`config.mk`:
```
export PLATFORM = sky130hd
export DESIGN_NAME = fetch_unit_flat
export DESIGN_NICKNAME = d
export VERILOG_FILES = /design/src/rtl/fetch_unit_if.sv /design/src/rtl/fetch_unit.sv /design/src/flat_wrapper.sv
export SDC_FILE = /design/constraint.sdc
export NUM_CORES = 1
export LEC_CHECK = 0
export ABC_AREA = 0
export CAP_MARGIN = 30
export CORE_MARGIN = 3
export CORE_UTILIZATION = 30
export CTS_CLUSTER_SIZE = 20
export DETAILED_ROUTE_END_ITERATION = 10
export PLACE_DENSITY_LB_ADDON = 0.12
export SETUP_SLACK_MARGIN = 0.5
export SLEW_MARGIN = 20
export SYNTH_ARGS = -nofsm -noshare
export SYNTH_HDL_FRONTEND = slang
export SYNTH_SLANG_ARGS = --single-unit
```
`constraint.sdc`:
```
create_clock -name clk -period 2.26 [get_ports clk]
set_clock_uncertainty 0.05 [all_clocks]
set_input_delay 0.452 -clock clk [delete_from_list [all_inputs] [get_ports clk]]
set_output_delay 0.452 -clock clk [all_outputs]
set_load 0.1 [all_outputs]
```
`src/rtl/fetch_unit_if.sv`:
```
// Instruction-memory request/response bus between fetch_unit and instruction memory.
//   imem_req_valid  fetch request valid
//   imem_req_addr   word-aligned fetch address
//   imem_req_ready  memory accepts the request this cycle
//   imem_rsp_valid  response word valid (one-cycle pulse)
//   imem_rsp_data   returned instruction word
// master: the fetch unit; slave: the instruction memory.
interface fetch_unit_if #(
  parameter int unsigned XLEN = 32
) ();
  logic            imem_req_valid;
  logic [XLEN-1:0] imem_req_addr;
  logic            imem_req_ready;
  logic            imem_rsp_valid;
  logic [XLEN-1:0] imem_rsp_data;

  modport master (
    output imem_req_valid,
    output imem_req_addr,
    input  imem_req_ready,
    input  imem_rsp_valid,
    input  imem_rsp_data
  );

  modport slave (
    input  imem_req_valid,
    input  imem_req_addr,
    output imem_req_ready,
    output imem_rsp_valid,
    output imem_rsp_data
  );
endinterface

```
`src/rtl/fetch_unit.sv`:
```
// Instruction-fetch stage feeding a single-cycle core. Owns the PC, keeps at most one
// instruction-memory request outstanding, and buffers the returned word in a one-entry
// output register.
//   clk             rising-edge clock
//   reset           asynchronous active-low reset
//   imem            instruction-memory bus (master side)
//   redirect_valid  core requests a PC change (one-cycle pulse)
//   redirect_pc     new PC; bits [1:0] are ignored
//   stall           core cannot consume the buffered instruction this cycle
//   pc_out          PC of the buffered instruction (feeds the core's pcounter)
//   instr_out       buffered instruction, NOP_INSTR when not valid
//   instr_valid     output buffer holds a live instruction
module fetch_unit #(
  parameter int unsigned     XLEN      = 32,
  parameter logic [XLEN-1:0] RESET_PC  = '0,
  parameter logic [XLEN-1:0] NOP_INSTR = XLEN'(32'h0000_0013)
) (
  input  logic            clk,
  input  logic            reset,
  fetch_unit_if.master    imem,
  input  logic            redirect_valid,
  input  logic [XLEN-1:0] redirect_pc,
  input  logic            stall,
  output logic [XLEN-1:0] pc_out,
  output logic [XLEN-1:0] instr_out,
  output logic            instr_valid
);

  typedef enum logic [1:0] {StReq, StWait, StFull} state_e;

  state_e          state_q, state_d;
  logic [XLEN-1:0] fetch_pc_q, fetch_pc_d;
  logic            squash_q, squash_d;
  logic            req_valid_q, req_valid_d;
  logic [XLEN-1:0] pc_q, pc_d;
  logic [XLEN-1:0] instr_q, instr_d;
  logic            valid_q, valid_d;
  logic            handshake;

  // Redirect targets are forced word aligned; the low bits are dropped on purpose.
  logic unused_redirect_lsb;
  assign unused_redirect_lsb = ^redirect_pc[1:0];

  // req_valid_q is only ever high in StReq, and stays low for the cycle after reset release.
  assign handshake = req_valid_q & imem.imem_req_ready;

  always_comb begin
    state_d    = state_q;
    fetch_pc_d = fetch_pc_q;
    squash_d   = squash_q;
    pc_d       = pc_q;
    instr_d    = instr_q;
    valid_d    = valid_q;

    if (redirect_valid) begin
      fetch_pc_d = {redirect_pc[XLEN-1:2], 2'b00};
      valid_d    = 1'b0;
      instr_d    = NOP_INSTR;
      unique case (state_q)
        StReq: begin
          // An accepted request is still in flight; its response must be dropped.
          if (handshake) begin
            state_d  = StWait;
            squash_d = 1'b1;
          end
        end
        StWait: begin
          if (imem.imem_rsp_valid) begin
            state_d  = StReq;
            squash_d = 1'b0;
          end else begin
            squash_d = 1'b1;
          end
        end
        default: state_d = StReq;
      endcase
    end else begin
      unique case (state_q)
        StReq: begin
          if (handshake) state_d = StWait;
        end
        StWait: begin
          if (imem.imem_rsp_valid) begin
            if (squash_q) begin
              squash_d = 1'b0;
              state_d  = StReq;
            end else begin
              instr_d    = imem.imem_rsp_data;
              pc_d       = fetch_pc_q;
              valid_d    = 1'b1;
              fetch_pc_d = fetch_pc_q + XLEN'(4);
              state_d    = StFull;
            end
          end
        end
        StFull: begin
          if (!stall) begin
            valid_d = 1'b0;
            instr_d = NOP_INSTR;
            state_d = StReq;
          end
        end
        default: state_d = StReq;
      endcase
    end

    req_valid_d = (state_d == StReq);
  end

  always_ff @(posedge clk or negedge reset) begin
    if (!reset) begin
      state_q     <= StReq;
      fetch_pc_q  <= RESET_PC;
      squash_q    <= 1'b0;
      req_valid_q <= 1'b0;
      pc_q        <= RESET_PC;
      instr_q     <= NOP_INSTR;
      valid_q     <= 1'b0;
    end else begin
      state_q     <= state_d;
      fetch_pc_q  <= fetch_pc_d;
      squash_q    <= squash_d;
      req_valid_q <= req_valid_d;
      pc_q        <= pc_d;
      instr_q     <= instr_d;
      valid_q     <= valid_d;
    end
  end

  assign imem.imem_req_valid = req_valid_q;
  assign imem.imem_req_addr  = fetch_pc_q;
  assign pc_out              = pc_q;
  assign instr_out           = instr_q;
  assign instr_valid         = valid_q;

endmodule

```
`src/flat_wrapper.sv`:
```
// flat-port wrapper written by rule: the top's interface ports become plain ports
module fetch_unit_flat 
#(
  parameter int unsigned     XLEN      = 32,
  parameter logic [XLEN-1:0] RESET_PC  = '0,
  parameter logic [XLEN-1:0] NOP_INSTR = XLEN'(32'h0000_0013)
)
  (clk, reset, redirect_valid, redirect_pc, stall, pc_out, instr_out, instr_valid, imem_imem_req_valid, imem_imem_req_addr, imem_imem_req_ready, imem_imem_rsp_valid, imem_imem_rsp_data);
  fetch_unit_if #(.XLEN(XLEN)) imem_i ();
  input  logic clk;
  input  logic reset;
  input  logic redirect_valid;
  input  logic [XLEN-1:0] redirect_pc;
  input  logic stall;
  output logic [XLEN-1:0] pc_out;
  output logic [XLEN-1:0] instr_out;
  output logic instr_valid;
  output wire logic [$bits(imem_i.imem_req_valid)-1:0] imem_imem_req_valid;
  output wire logic [$bits(imem_i.imem_req_addr)-1:0] imem_imem_req_addr;
  input wire logic [$bits(imem_i.imem_req_ready)-1:0] imem_imem_req_ready;
  input wire logic [$bits(imem_i.imem_rsp_valid)-1:0] imem_imem_rsp_valid;
  input wire logic [$bits(imem_i.imem_rsp_data)-1:0] imem_imem_rsp_data;
  assign imem_imem_req_valid = imem_i.imem_req_valid;
  assign imem_imem_req_addr = imem_i.imem_req_addr;
  assign imem_i.imem_req_ready = imem_imem_req_ready;
  assign imem_i.imem_rsp_valid = imem_imem_rsp_valid;
  assign imem_i.imem_rsp_data = imem_imem_rsp_data;
  fetch_unit #(.XLEN(XLEN), .RESET_PC(RESET_PC), .NOP_INSTR(NOP_INSTR)) u_core (.clk(clk), .reset(reset), .imem(imem_i), .redirect_valid(redirect_valid), .redirect_pc(redirect_pc), .stall(stall), .pc_out(pc_out), .instr_out(instr_out), .instr_valid(instr_valid));
endmodule
```
==> out/results.tsv, run 1 <==
stage	metric	value	unit
worst_hold_path	hold_path.class	in2async	
run	drv_cap	0	
sta	post-route-period-util	88.2	%
power	p_leak	0.00323	uW
global_route	grt_max_degree	42	
detailed_routing	ant_nets	0	
yosys	ys_types	33	
critical_path	r2r_end	u_core.imem.imem_req_addr[31]	
clock_tree	numCtsBuffers	9	
yosys	synth_top_area_cell	dfrtp_1	
sta	maxSlewViolCount	0	
yosys	synth_seq_cells	97	
yosys	ys_seq_area_share	57.8	%
critical_path	cpMostUsedCell	or4_4	
yosys	yosys-mux-area-fraction	0.506	%
placed_design	gp_congestion	0.742	
critical_path	path_max_fanout	8	
detailed_routing	drtPass1Iterations	4	
critical_path	setup.worst_path.end_class	flip-flop	
yosys	synth-async-reset-ratio	100	%
cells_and_area	num-fill-cells	1251	
cells_and_area	postLayoutCellArea	7030	sq um
sta	tightest_slew	0.501	ns
yosys	synth_compound_area_share	14.9	%
clock_tree	clk_latency	0.35	ns
yosys	synthFlopType	dfrtp_1	
critical_path	critical-path-slowest-cell	or4_4	
power	power_density	1220	nW/um^2
sta	setup_viol	0	
yosys	synth-edff-count	0	
critical_path	reg2reg_depth	4	
global_route	grt_pass1_vias	4136	
clock_tree	hold_buffers	0	
detailed_routing	initialDrtViolationCount	265	
clock_tree	htreeDepth	3	
global_route	grt_overflow	0	
clock_tree	clock_path_buffers	2	
cells_and_area	syn_to_final_growth	67.1	%
floorplan	fp.dieW	124	um
critical_path	cp.arrival	2.22	ns
power	ir_worst_vdd	0.663	mV
sta	fin_crit	1.99	ns
clock_tree	path_clk_slew	0.07	ns
floorplan	core_area	13500	sq um
floorplan	start_util	31.3	%
clock_tree	cts.sink_count	97	
run_status	status	completed	
sta	hold_ws	0.00977	ns
yosys	synth-adder-area-share	0.297	%
floorplan	die-area	15500	sq um
yosys	syn-cell-area	4210	sq um
floorplan	pin_count	168	
yosys	synth_area_leaders	dfrtp_1, nand2_1, a22o_1	
placed_design	port_buffers	161	
yosys	yosysTopAreaCellShare	55.9	%
clock_tree	cts_tree	yes	
critical_path	critical_path_class	reg2reg	
sta	fmax	0.502	GHz
detailed_routing	viasPerCell	5.00	
critical_path	cp_num_buf_inv	0	
global_route	grt_usage	17.8	%
cells_and_area	drive_above_1_share	36.8	%
critical_path	max_stage_delay	0.57	ns
floorplan	fp.dieH	124	um
critical_path	start_kind	flip-flop	
critical_path	r2r_setup_slack	0.27	ns
floorplan	fp-row-count	42	
critical_path	cp.required	2.48	ns
critical_path	critPathLaunch	u_core.imem.imem_req_addr[16]	
cells_and_area	finalNetCount	702	
detailed_routing	wl_per_cell	17.3	um
detailed_routing	route.detailed.drc	0	
sta	finalHoldViolCount	0	
critical_path	r2r-start	u_core.imem.imem_req_addr[16]	
cells_and_area	stdcell_count	813	
yosys	syn_inst	420	
placed_design	place_area	6040	sq um
sta	slew-limit-headroom	66.6	%
yosys	synthXorXnorAreaFrac	1.67	%
yosys	yosys_warnings	0	
yosys	synth_top_family_by_area	simple AND/OR/NAND/NOR gates	
yosys	yosys.area_share.simple	21.1	%
sta	rsz0062_at_grt	yes	
detailed_routing	wirelength	14.1	mm
placed_design	dp_hpwl	8.95	mm
global_route	grt_pass1_wl	22.1	mm
critical_path	worstSetupPathDepth	4	
clock_tree	cts_root_buf	clkbuf_16	
detailed_routing	vias	4061	
global_route	antenna_found_initial	2	
critical_path	crit_path_end	u_core.imem.imem_req_addr[31]	
critical_path	crit_family	simple AND/OR/NAND/NOR gates	
critical_path	path_cells	nand4_1 > or4_4 > or4_4 > a31oi_1	
yosys	syn_avg_cell_area	10.0	sq um
placed_design	dp.cells	754	
## metrics by stage
stage / total power, uW / utilization [%] / setup slack (ns) / setup TNS (ns)
6_report: 8570 / 52.2 / 0.268 / 0
5_1_grt: 8900 / 52.2 / 0.193 / 0
4_1_cts: 8520 / 50.3 / 0.265 / 0
3_5_place_dp: 6810 / 44.9 / -0.374 / -9.00
3_3_place_gp: 6770 / 44.9 / -0.339 / -4.28
2_1_floorplan: 5720 / - / 0.128 / 0
## cells by family after synthesis
family,after synthesis
AOI/OAI and AO/OA,86
xor gates and xnor gates,8
adders and majority gates,1
buffers and inverters,36
DFF,97
muxes,2
other,1
and+or+nand+nor,189
## routing by layer
layer	vias to the layer above	GRT usage (%)	share of wire (%)
met5	-	0	0.092
met4	2	6.51	2.1
met3	19	4.93	6.5
met2	140	28.6	47
li1	1923	-	-
met1	1977	23.0	45
## timing repair
item / 4_1_cts / 5_1_grt
pin swaps: 26 / 21
cloned: 5 / 4
setup endpoints to repair: 93 / 94
gates resized for setup: 32 / 31
buffers inserted: 27 / 6
## worst min path at each step
stage                     slack [ns]  startpoint                       endpoint
after detailed placement        0.41       reset              u_core.pc_out[26]
final                           0.01       reset              u_core.pc_out[25]
after global placement          0.41       reset              u_core.pc_out[26]
after floorplan                 0.11       reset  u_core.imem.imem_req_addr[14]
after global routing            0.05       reset              u_core.pc_out[26]
after CTS                       0.03       reset              u_core.pc_out[26]
## layout make-up
class                           count  area, sq um  area share, %
Clock buffer                        9          225           3.20
Clock inverter                      7         55.1          0.783
Multi-Input combinational cell    290         1820           25.8
Tap cell                          176          220           3.13
Timing Repair Buffer              228         2170           30.9
Sequential cell                    97         2520           35.8
Inverter                            5         18.8          0.267
Antenna cell                        1         2.50         0.0356
## report_power, final
group	total (uW)	leakage (uW)	switching [uW]	internal, uW
clock	1480	0.000132	726	757
sequential	2440	0.00119	282	2160
combinational	4650	0.00190	3530	1120
## layout by cell type, fill, tap and decap left out, types with 7 or more instances in the layout
cell type | netlist | final
a22o_1 | 29 | 29
a31oi_1 | 19 | 19
buf_4 | 4 | 133
buf_6 | 0 | 14
clkbuf_16 | 0 | 12
clkdlybuf4s50_1 | 0 | 65
dfrtp_1 | 94 | 67
dfrtp_4 | 0 | 21
nand2_1 | 109 | 106
nand3_1 | 13 | 10
nand4_1 | 11 | 11
nor2_1 | 20 | 19
o21ai_0 | 15 | 7
o21ai_1 | 0 | 8
o31ai_1 | 14 | 13
or4_1 | 20 | 12
or4_4 | 0 | 8
## state kept, by name (all words and copies together), names as in the netlist
signal	flops
u_core.squash_q	1
u_core.imem.imem_req_addr	30
u_core.state_q	2
u_core.instr_valid	1
u_core.instr_out	32
u_core.imem.imem_req_valid	1
u_core.pc_out	30
## synthesized netlist by cell type (2+ instances only)
| master | count |
|---|---|
| nand3_1 | 13 |
| buf_2 | 2 |
| or3_1 | 4 |
| nor3_1 | 2 |
| a31oi_1 | 19 |
| nor2_1 | 20 |
| o211ai_1 | 4 |
| or4_1 | 20 |
| dfrtp_1 | 94 |
| dfstp_2 | 3 |
| buf_4 | 4 |
| clkbuf_1 | 25 |
| xor2_1 | 6 |
| nand2_1 | 109 |
| and4_1 | 4 |
| nand4_1 | 11 |
| o22a_1 | 3 |
| o31ai_1 | 14 |
| a22o_1 | 29 |
| o21ai_0 | 15 |
| and2_1 | 2 |
| xnor2_1 | 2 |
| inv_1 | 5 |
No activity file was read; power rests on OpenSTA's default activity.
==> run 2: changes to the inputs <==
==> constraint.sdc (replaced) <==
create_clock -name clk -period 1.65 [get_ports clk]
set_clock_uncertainty 0.05 [all_clocks]
set_input_delay 0.33 -clock clk [delete_from_list [all_inputs] [get_ports clk]]
set_output_delay 0.33 -clock clk [all_outputs]
set_load 0.1 [all_outputs]
==> out/results.tsv, run 2 (same netlist as run 1, synthesis figures left out) <==
stage	metric	value	unit	change
run_status	status	finished with violations		was completed
run_status	failed_checks	setup timing		
floorplan	start_util	31.3	%	unchanged
critical_path	reg2reg_depth	7		was 4
placed_design	pre_cts_slack	-0.868	ns	was -0.374 ns
sta	fmax	0.507	GHz	was 0.502 GHz
critical_path	path_max_fanout	3		was 8
global_route	grt_pass1_vias	4377		was 4,136
global_route	grt_pass1_wl	24.4	mm	was 22.1 mm
clock_tree	cts.sink_count	97		unchanged
cells_and_area	syn_to_final_growth	117	%	was 67.1%
sta	rsz0062_at_grt	yes		unchanged
floorplan	core_area	13500	sq um	unchanged
cells_and_area	fin_util	67.8	%	was 52.2%
sta	finalHoldViolCount	0		unchanged
sta	maxSlewViolCount	0		unchanged
power	ir_worst_vdd	1.02	mV	was 0.663 mV
critical_path	critical_path_class	reg2reg		unchanged
floorplan	fp.dieH	124	um	unchanged
floorplan	fp-row-count	42		unchanged
detailed_routing	drtPass1Iterations	4		unchanged
clock_tree	clk_latency	0.35	ns	about the same
cells_and_area	drive_above_1_share	56.3	%	was 36.8%
detailed_routing	vias	4432		was 4,061
detailed_routing	wl_per_cell	17.9	um	was 17.3 um
floorplan	fp.dieW	124	um	unchanged
sta	post-route-period-util	120	%	was 88.2%
detailed_routing	route.detailed.drc	0		unchanged
cells_and_area	final_common_cell	buf_12		was buf_4
sta	fin_crit	1.97	ns	was 1.99 ns
critical_path	start_kind	flip-flop		unchanged
global_route	grt_overflow	0		unchanged
global_route	antenna_found_initial	3		was 2
sta	fin_ws	-0.323	ns	was 0.268 ns
detailed_routing	initialDrtViolationCount	300		was 265
clock_tree	clock_path_buffers	2		unchanged
floorplan	die-area	15500	sq um	unchanged
placed_design	port_buffers	161		unchanged
placed_design	gp_congestion	0.762		was 0.742
critical_path	cp.required	1.88	ns	was 2.48 ns
critical_path	r2r_setup_slack	-0.32	ns	was 0.27 ns
detailed_routing	viasPerCell	5.05		was 5.00
floorplan	pin_count	168		unchanged
clock_tree	numCtsBuffers	9		unchanged
global_route	grt_usage	19.4	%	was 17.8%
clock_tree	path_clk_slew	0.07	ns	about the same
critical_path	cp.arrival	2.21	ns	was 2.22 ns
detailed_routing	ant_nets	0		unchanged
cells_and_area	finalNetCount	767		was 702
clock_tree	htreeDepth	3		unchanged
power	p_leak	0.00382	uW	was 0.00323 uW
detailed_routing	wirelength	15.7	mm	was 14.1 mm
critical_path	setup.worst_path.end_class	flip-flop		unchanged
placed_design	dp_hpwl	10.1	mm	was 8.95 mm
cells_and_area	final_cell_mix	buf_12, nand2_1, dfrtp_2, buf_4, clkdlybuf4s50_1		was buf_4, nand2_1, dfrtp_1, clkdlybuf4s50_1, a22o_1
cells_and_area	largest_register_ffs	32		unchanged
clock_tree	cts_root_buf	clkbuf_16		unchanged
clock_tree	cts_tree	yes		unchanged
worst_hold_path	hold_path.class	in2async		unchanged
global_route	grt_max_degree	43		was 42
sta	setup_viol	91		was 0
run	drv_cap	0		unchanged
power	power_density	1590	nW/um^2	was 1220 nW/um^2
## run 2: stage by stage
step / setup TNS [ns] / total power, uW / hold slack (ns) / std cells / instance area (sq um)
finish: -12.95 / 14500 / 0.352 / 878 / 9120
global route: -18.91 / 15000 / 0.386 / 878 / 9120
CTS: -8.36 / 13800 / 0.378 / 838 / 8490
detailed placement: -53.67 / 11200 / 0.202 / 792 / 7700
global placement: -59.38 / 11100 / 0.202 / 791 / 7680
floorplan: -6.54 / 8040 / -0.0156 / 423 / 4610
## run 2: report_power, final
| part | switching (uW) | leakage [uW] | internal (uW) | total, uW |
|---|---|---|---|---|
| sequential | 599 | 0.00111 | 3050 | 3650 |
| clock | 916 | 0.000146 | 1210 | 2130 |
| combinational | 5260 | 0.00256 | 3440 | 8700 |
## run 2: per-layer routing
metal | track usage [%] | wire length, um | up-vias
met3 | 5.57 | 1200 | 21
li1 | - | - | 2075
met1 | 25.6 | 6570 | 2172
met2 | 30.6 | 7610 | 160
met4 | 6.83 | 279 | 4
met5 | 0 | 27 | -
## run 2: path summary, 6_finish.rpt
path | to | startpoint
min in group clk | u_core.squash_q | imem_imem_rsp_valid
max reg2reg | u_core.imem.imem_req_addr[11] | u_core.squash_q
min reg2reg | u_core.pc_out[22] | u_core.pc_out[22]
max in group asynchronous | u_core.instr_out[1] | reset
max | u_core.imem.imem_req_addr[11] | u_core.squash_q
min | u_core.instr_out[31] | reset
## run 2: cell type report
class / count / area [sq um]
diodes: 1 / 2.50
clock buffers: 11 / 243
clock inverters: 5 / 56.3
fillers: 1019 / 4340
inverters: 5 / 18.8
multi-input cells: 297 / 2100
flip-flops and latches: 97 / 2610
well taps: 176 / 220
repair buffers: 286 / 3860
## run 2: repair_timing
item / 4_1_cts / 5_1_grt
hold endpoints to repair: 20 / 0
setup buffers: 22 / 33
resized for setup: 51 / 67
hold buffers: 1 / 0
endpoints found under the setup margin: 190 / 194
pin swaps: 23 / 35
gates cloned: 7 / 6
## run 2: worst max-delay path, cell delays in order (launching register included)
cell      delay [ns]
dfrtp_1         0.38
buf_4           0.15
nor4bb_4        0.31
buf_4           0.18
nand4_1         0.16
buf_4           0.20
or4_1           0.39
nand3_1         0.09
